$ cat src/rtl/fetch_stage.sv
// IF stage: owns the PC, drives the instruction memory address and registers the word into IF/ID (one-edge latency).
// stall_f holds the PC, stall_d holds IF/ID, flush_d loads a NOP; misaligned-redirect trap built only with FETCH_MISALIGN_EN.
module fetch_stage #(
  parameter logic [31:0] RESET_PC   = 32'h0000_0000,
  parameter logic [31:0] NOP_INSTR  = 32'h0000_0013,
  parameter int unsigned IMEM_DEPTH = 64
) (
  input  logic        clk,
  input  logic        reset,
  input  logic        stall_f,
  input  logic        stall_d,
  input  logic        flush_d,
  input  logic        pc_src_e,
  input  logic [31:0] pc_target_e,
  output logic [31:0] imem_addr,
  input  logic [31:0] imem_rd,
  output logic [31:0] instr_d,
  output logic [31:0] pc_d,
  output logic [31:0] pc_plus4_d,
  output logic        valid_d,
  output logic        fetch_err
);

  localparam logic [31:0] IMEM_LIMIT = 32'(IMEM_DEPTH * 4);

  typedef enum logic [1:0] {
    BOOT = 2'd0,
    RUN  = 2'd1,
    TRAP = 2'd2
  } state_e;

  state_e      state_q, state_d;
  logic [31:0] pc_f_q, pc_f_d;
  logic [31:0] instr_q, instr_n;
  logic [31:0] pc_id_q, pc_id_n;
  logic [31:0] pc4_id_q, pc4_id_n;
  logic        vld_q, vld_n;
  logic        err_q, err_n;

  logic        misalign;
  logic        in_range;
  logic [31:0] pc_f_plus4;

  assign pc_f_plus4 = pc_f_q + 32'd4;
  assign in_range   = (pc_f_q < IMEM_LIMIT);

`ifdef FETCH_MISALIGN_EN
  assign misalign = pc_src_e && (pc_target_e[1:0] != 2'b00);
`else
  assign misalign = 1'b0;
`endif

  always_comb begin
    state_d  = state_q;
    pc_f_d   = pc_f_q;
    instr_n  = instr_q;
    pc_id_n  = pc_id_q;
    pc4_id_n = pc4_id_q;
    vld_n    = vld_q;
    err_n    = err_q;

    case (state_q)
      BOOT: begin
        state_d  = RUN;
        instr_n  = NOP_INSTR;
        pc_id_n  = 32'd0;
        pc4_id_n = 32'd0;
        vld_n    = 1'b0;
      end

      RUN: begin
        if (misalign) begin
          // Bad target: freeze PC, latch the error and park in TRAP until reset.
          err_n   = 1'b1;
          state_d = TRAP;
          if (!(stall_d && !flush_d)) begin
            instr_n  = NOP_INSTR;
            pc_id_n  = 32'd0;
            pc4_id_n = 32'd0;
            vld_n    = 1'b0;
          end
        end else begin
          if (pc_src_e) begin
            pc_f_d = pc_target_e & ~32'h0000_0003;
          end else if (!stall_f) begin
            pc_f_d = pc_f_plus4;
          end

          if (flush_d) begin
            instr_n  = NOP_INSTR;
            pc_id_n  = 32'd0;
            pc4_id_n = 32'd0;
            vld_n    = 1'b0;
          end else if (!stall_d) begin
            pc_id_n  = pc_f_q;
            pc4_id_n = pc_f_plus4;
            // Past the end of instruction memory: keep the PC for debug but hide the word.
            if (in_range) begin
              instr_n = imem_rd;
              vld_n   = 1'b1;
            end else begin
              instr_n = NOP_INSTR;
              vld_n   = 1'b0;
            end
          end
        end
      end

      TRAP: begin
        instr_n  = NOP_INSTR;
        pc_id_n  = 32'd0;
        pc4_id_n = 32'd0;
        vld_n    = 1'b0;
      end

      default: begin
        state_d = BOOT;
      end
    endcase
  end

  always_ff @(posedge clk or posedge reset) begin
    if (reset) begin
      state_q  <= BOOT;
      pc_f_q   <= RESET_PC;
      instr_q  <= NOP_INSTR;
      pc_id_q  <= 32'd0;
      pc4_id_q <= 32'd0;
      vld_q    <= 1'b0;
      err_q    <= 1'b0;
    end else begin
      state_q  <= state_d;
      pc_f_q   <= pc_f_d;
      instr_q  <= instr_n;
      pc_id_q  <= pc_id_n;
      pc4_id_q <= pc4_id_n;
      vld_q    <= vld_n;
      err_q    <= err_n;
    end
  end

  assign imem_addr  = pc_f_q;
  assign instr_d    = instr_q;
  assign pc_d       = pc_id_q;
  assign pc_plus4_d = pc4_id_q;
  assign valid_d    = vld_q;
  assign fetch_err  = err_q;

endmodule

$ cat config.mk
export PLATFORM = sky130hd
export DESIGN_NAME = fetch_stage
export DESIGN_NICKNAME = d
export VERILOG_FILES = /design/src/rtl/fetch_stage.sv
export SDC_FILE = /design/constraint.sdc
export NUM_CORES = 1
export LEC_CHECK = 0
export ABC_CLOCK_PERIOD_IN_PS = 12300
export CAP_MARGIN = 30
export CORE_MARGIN = 8
export CORE_UTILIZATION = 50
export CTS_BUF_LIST = sky130_fd_sc_hd__clkbuf_8 sky130_fd_sc_hd__clkbuf_16
export DETAILED_ROUTE_END_ITERATION = 10
export PLACE_DENSITY = 0.95
export SLEW_MARGIN = 10
export SYNTH_ARGS = -nofsm -noshare
export SYNTH_HDL_FRONTEND = slang
export SYNTH_SLANG_ARGS = --single-unit
$ cat constraint.sdc
create_clock -name clk -period 12.3 [get_ports clk]
set_input_delay 3.075 -clock clk [delete_from_list [all_inputs] [get_ports clk]]
set_output_delay 3.075 -clock clk [all_outputs]
set_load 0.02 [all_outputs]
==> summary.md <==
| Metric | Value |
|---|---|
| Mean routed wirelength per cell | 23.2 um |
| All-Layer GR Usage | 26.5% |
| Hold-fix buffers at CTS | 0 |
| F_max | 174 MHz |
| Clk slew on worst S/H paths | 0.06 ns |
| CP Class | in2reg |
| # DRC | 0 |
| Finish-stage setup viols | 0 |
| Max layer used | met4 |
| Sequential cell area fraction in the yosys report | 51.2% |
| Crit path launch | pc_src_e |
| Reg2reg start | imem_addr[2]$_DFFE_PP0P_ |
| Final Max Tran Viols | 0 |
| Combinational power share | 18.2% |
| Pin count of the biggest net entering global routing | 92 |
| Yosys cell types | 65 |
| Yosys warning count | 0 |
| Synth Cell Area | 0.00612 mm^2 |
| Clock power frac | 40.9% |
| Final nets | 845 |
| Num rows | 40 |
| Critical Path Source Type | input pin |
| Share of cells above drive strength 1 | 7.88% |
| Starting DRT DRC Count | 773 |
| Critical Path Max Stage Delay | 0.85 ns |
| GPL Wtd Cong | 0.919 |
| Fin crit period | 5.74 ns |
| Cell internal pwr | 0.000842 W |
| Min Hold Slack | 0.482 ns |
| Vias per cell | 6.53 |
| Post-DP HPWL | 14,200 um |
| Most common cell on crit path | buf_4 |
| Initial antenna violation count | 0 |
| Core area | 0.0120 mm^2 |
| Chip Width | 127 um |
| Fin. Hold Viols | 0 |
| Setup_tns | 0 ns |
| CTS root buf | clkbuf_16 |
| WL met2 | 10,800 um |
| Critical path's slowest cell | clkinv_1 |
| Ys async rst share | 100% |
| HP Class | reg2reg |
| Crit path DAT | 6.04 ns |
| Power Total | 0.00121 W |
| Sw Ratio | 30.7% |
| Clock buffer depth | 2 |
| RSZ-0062 raised after global routing | no |
| Clock Latency Late Sink | 0.42 ns |
| Syn_area_per_cell | 9.87 um^2 |
| Fin worst setup slack | 6.56 ns |
| Worst-Margin Slew | 1.03 ns |
| DP Worst Slack | 6.27 ns |
| Flop and latch count out of synthesis | 125 |
| Grt total ovfl | 0 |
| Cell Pwr Density | 141 mW/mm^2 |
| Slew Limit Headroom | 30.7% |
| Max VDD drop | 0.0000931 V |
| EDFF count, synth | 0 |
| Status | finished, final reports clean |
| Routed WL | 21,700 um |
| Inst Count DP | 901 |
| Antenna fix cells | 0 |
| CTS Buf Count | 17 |
| CP Data Required Time | 12.60 ns |
| Initial core utilization | 51.2% |
| Setup bufs post-CTS | 0 |
| HP Start | pc_plus4_d[30]$_DFFE_PP0P_ |
| I/O Pins | 200 |
| Maxcap violations | 0 |
| Critical-path cell list | buf_2 -> buf_4 -> clkinv_1 -> a21boi_1 -> buf_4 -> o21ai_0 -> a22o_1 |
| Final worst-path cycle share | 46.7% |
| Seq pwr share | 41.0% |
| Main synth FF type | dfrtp_1 |
| Fin cells | 934 |
| Clk_skew | 0.00940 ns |
| First-pass GRT wire length | 33,800 um |
| Post-Syn Instances | 620 |
| Pre-antenna DRT Iters | 5 |
| Number of global-route vias before repair | 5,970 |
| WL met3 | 2060 um |
| I/O Buffers | 194 |
| Area Overhead vs Synth | 41.0% |
| CTS tree | yes |
| Die Span Y | 127 um |
| Die footprint | 0.0160 mm^2 |
| CTS sink count | 125 |
| Leakage Power | 3.65 nW |
| H-tree levels | 4 |
| Metal-1 WL | 7960 um |
| Crit path max fanout | 63 |
| Vias | 6,103 |
| Antenna Nets Post-Route | 0 |
| Cts repair resizes | 0 |
| Critical path endpoint category | flop |
| NetSw | 0.000372 W |
-- flip-flops by register name, indices dropped and copies added (netlist names) --
signal      cells
state_q         1
pc_plus4_d     30
instr_d        32
pc_d           31
imem_addr      30
valid_d         1
-- Yosys cell counts, drive strengths merged, types with 4 or more instances --
master | number | area share, %
a211o | 5 | 0.72
a21oi | 28 | 2.3
a22o | 50 | 7.2
a31oi | 5 | 0.51
a32oi | 4 | 0.57
and3 | 20 | 2.0
buf | 23 | 2.2
clkbuf | 48 | 3.0
dfrtp | 122 | 50
inv | 9 | 0.55
nand2 | 62 | 3.8
nand3 | 36 | 3.0
nand4 | 21 | 2.5
nor2 | 26 | 1.6
nor3 | 6 | 0.49
nor4 | 18 | 1.9
nor4b | 4 | 0.57
o211ai | 16 | 2.0
o21ai | 29 | 2.4
o2bb2ai | 4 | 0.57
or4 | 13 | 1.7
or4b | 4 | 0.65
xnor2 | 9 | 1.3
-- cell usage in the layout, fill, tap and decap left out, types with 3 or more instances in the layout --
cell type        Yosys  final
nor4b_1              4      4
nor3_1               6      6
nor4_1              17     17
a32oi_1              4      4
xnor2_1              9      9
clkinv_2             0      5
and3_1              20     20
a21oi_1             28     28
buf_4                7      8
a31oi_1              5      5
o211ai_1            16     16
a2bb2oi_1            3      3
o311ai_0             3      3
o22ai_1              3      3
nand2_1             62     62
o32a_1               3      3
a211o_1              5      5
clkbuf_16            0     17
xor2_1               3      3
clkinv_4             0      3
inv_1                9      8
nand3b_1             3      3
nand4_1             19     19
a22o_1              50     50
clkdlybuf4s50_1      0    193
mux2i_1              3      3
o2bb2ai_1            4      4
dfstp_2              3      3
nor2_1              26     25
o21ai_0             29     28
nand3_1             35     35
or4b_1               3      3
or4_1               11     11
conb_1               2      4
dfrtp_1            122    122
and4_1               3      3
-- per-layer routing --
layer | vias to the layer above | GRT usage (%)
li1 | 2609 | -
met1 | 2992 | 32.1
met2 | 424 | 43.9
met3 | 78 | 5.99
met4 | 0 | 12.7
met5 | - | 0
-- logic make-up after synthesis --
family                     synth area share (%)
other                                     0.123
xor gates and xnor gates                   1.72
adders and majority gates                 0.204
buffers and inverters                      5.87
DFF                                        51.2
and+or+nand+nor                            20.6
AOI/OAI and AO/OA                          19.9
muxes                                     0.491
-- path summary, 6_finish.rpt --
kind / cells after the start / to / slack (ns)
max in group asynchronous: 4 / instr_d[0]$_DFFE_PP1P_ / 8.12
max reg2reg: 5 / pc_plus4_d[20]$_DFFE_PP0P_ / 9.36
min reg2reg: 2 / pc_plus4_d[30]$_DFFE_PP0P_ / 0.48
max: 7 / imem_addr[13]$_DFFE_PP0P_ / 6.56
min: 2 / pc_plus4_d[30]$_DFFE_PP0P_ / 0.48
min in group asynchronous: 2 / pc_plus4_d[5]$_DFFE_PP0P_ / 3.10
-- worst max-delay path: cells and delay by family --
kind | cells | cell delay [ns]
buffers and inverters | 4 | 1.78
AOI/OAI and AO/OA | 3 | 1.17
-- stage by stage --
stage	util (%)	instance area [um^2]
floorplan	-	6130
global placement	66.9	8000
detailed placement	67.0	8020
CTS	71.9	8600
global route	72.1	8630
finish	72.1	8630
-- area by class of cell --
class	count	area (um^2)
Multi-Input combinational cell	416	2650
Fill cell	782	3330
Inverter	10	40.0
Tap cell	147	184
Clock inverter	14	144
Timing Repair Buffer	204	2040
Sequential cell	125	3130
Clock buffer	18	439
-- power by group through the flow --
stage	sequential, W	clock, W	combinational, W
after global routing	0.000501	0.000517	0.000235
after detailed placement	0.000499	0	0.000215
after floorplan	0.000498	0	0.000110
after global placement	0.000497	0	0.000210
after CTS	0.000494	0.000499	0.000219
final	0.000497	0.000496	0.000221
Power figures use the tool's default switching activity.
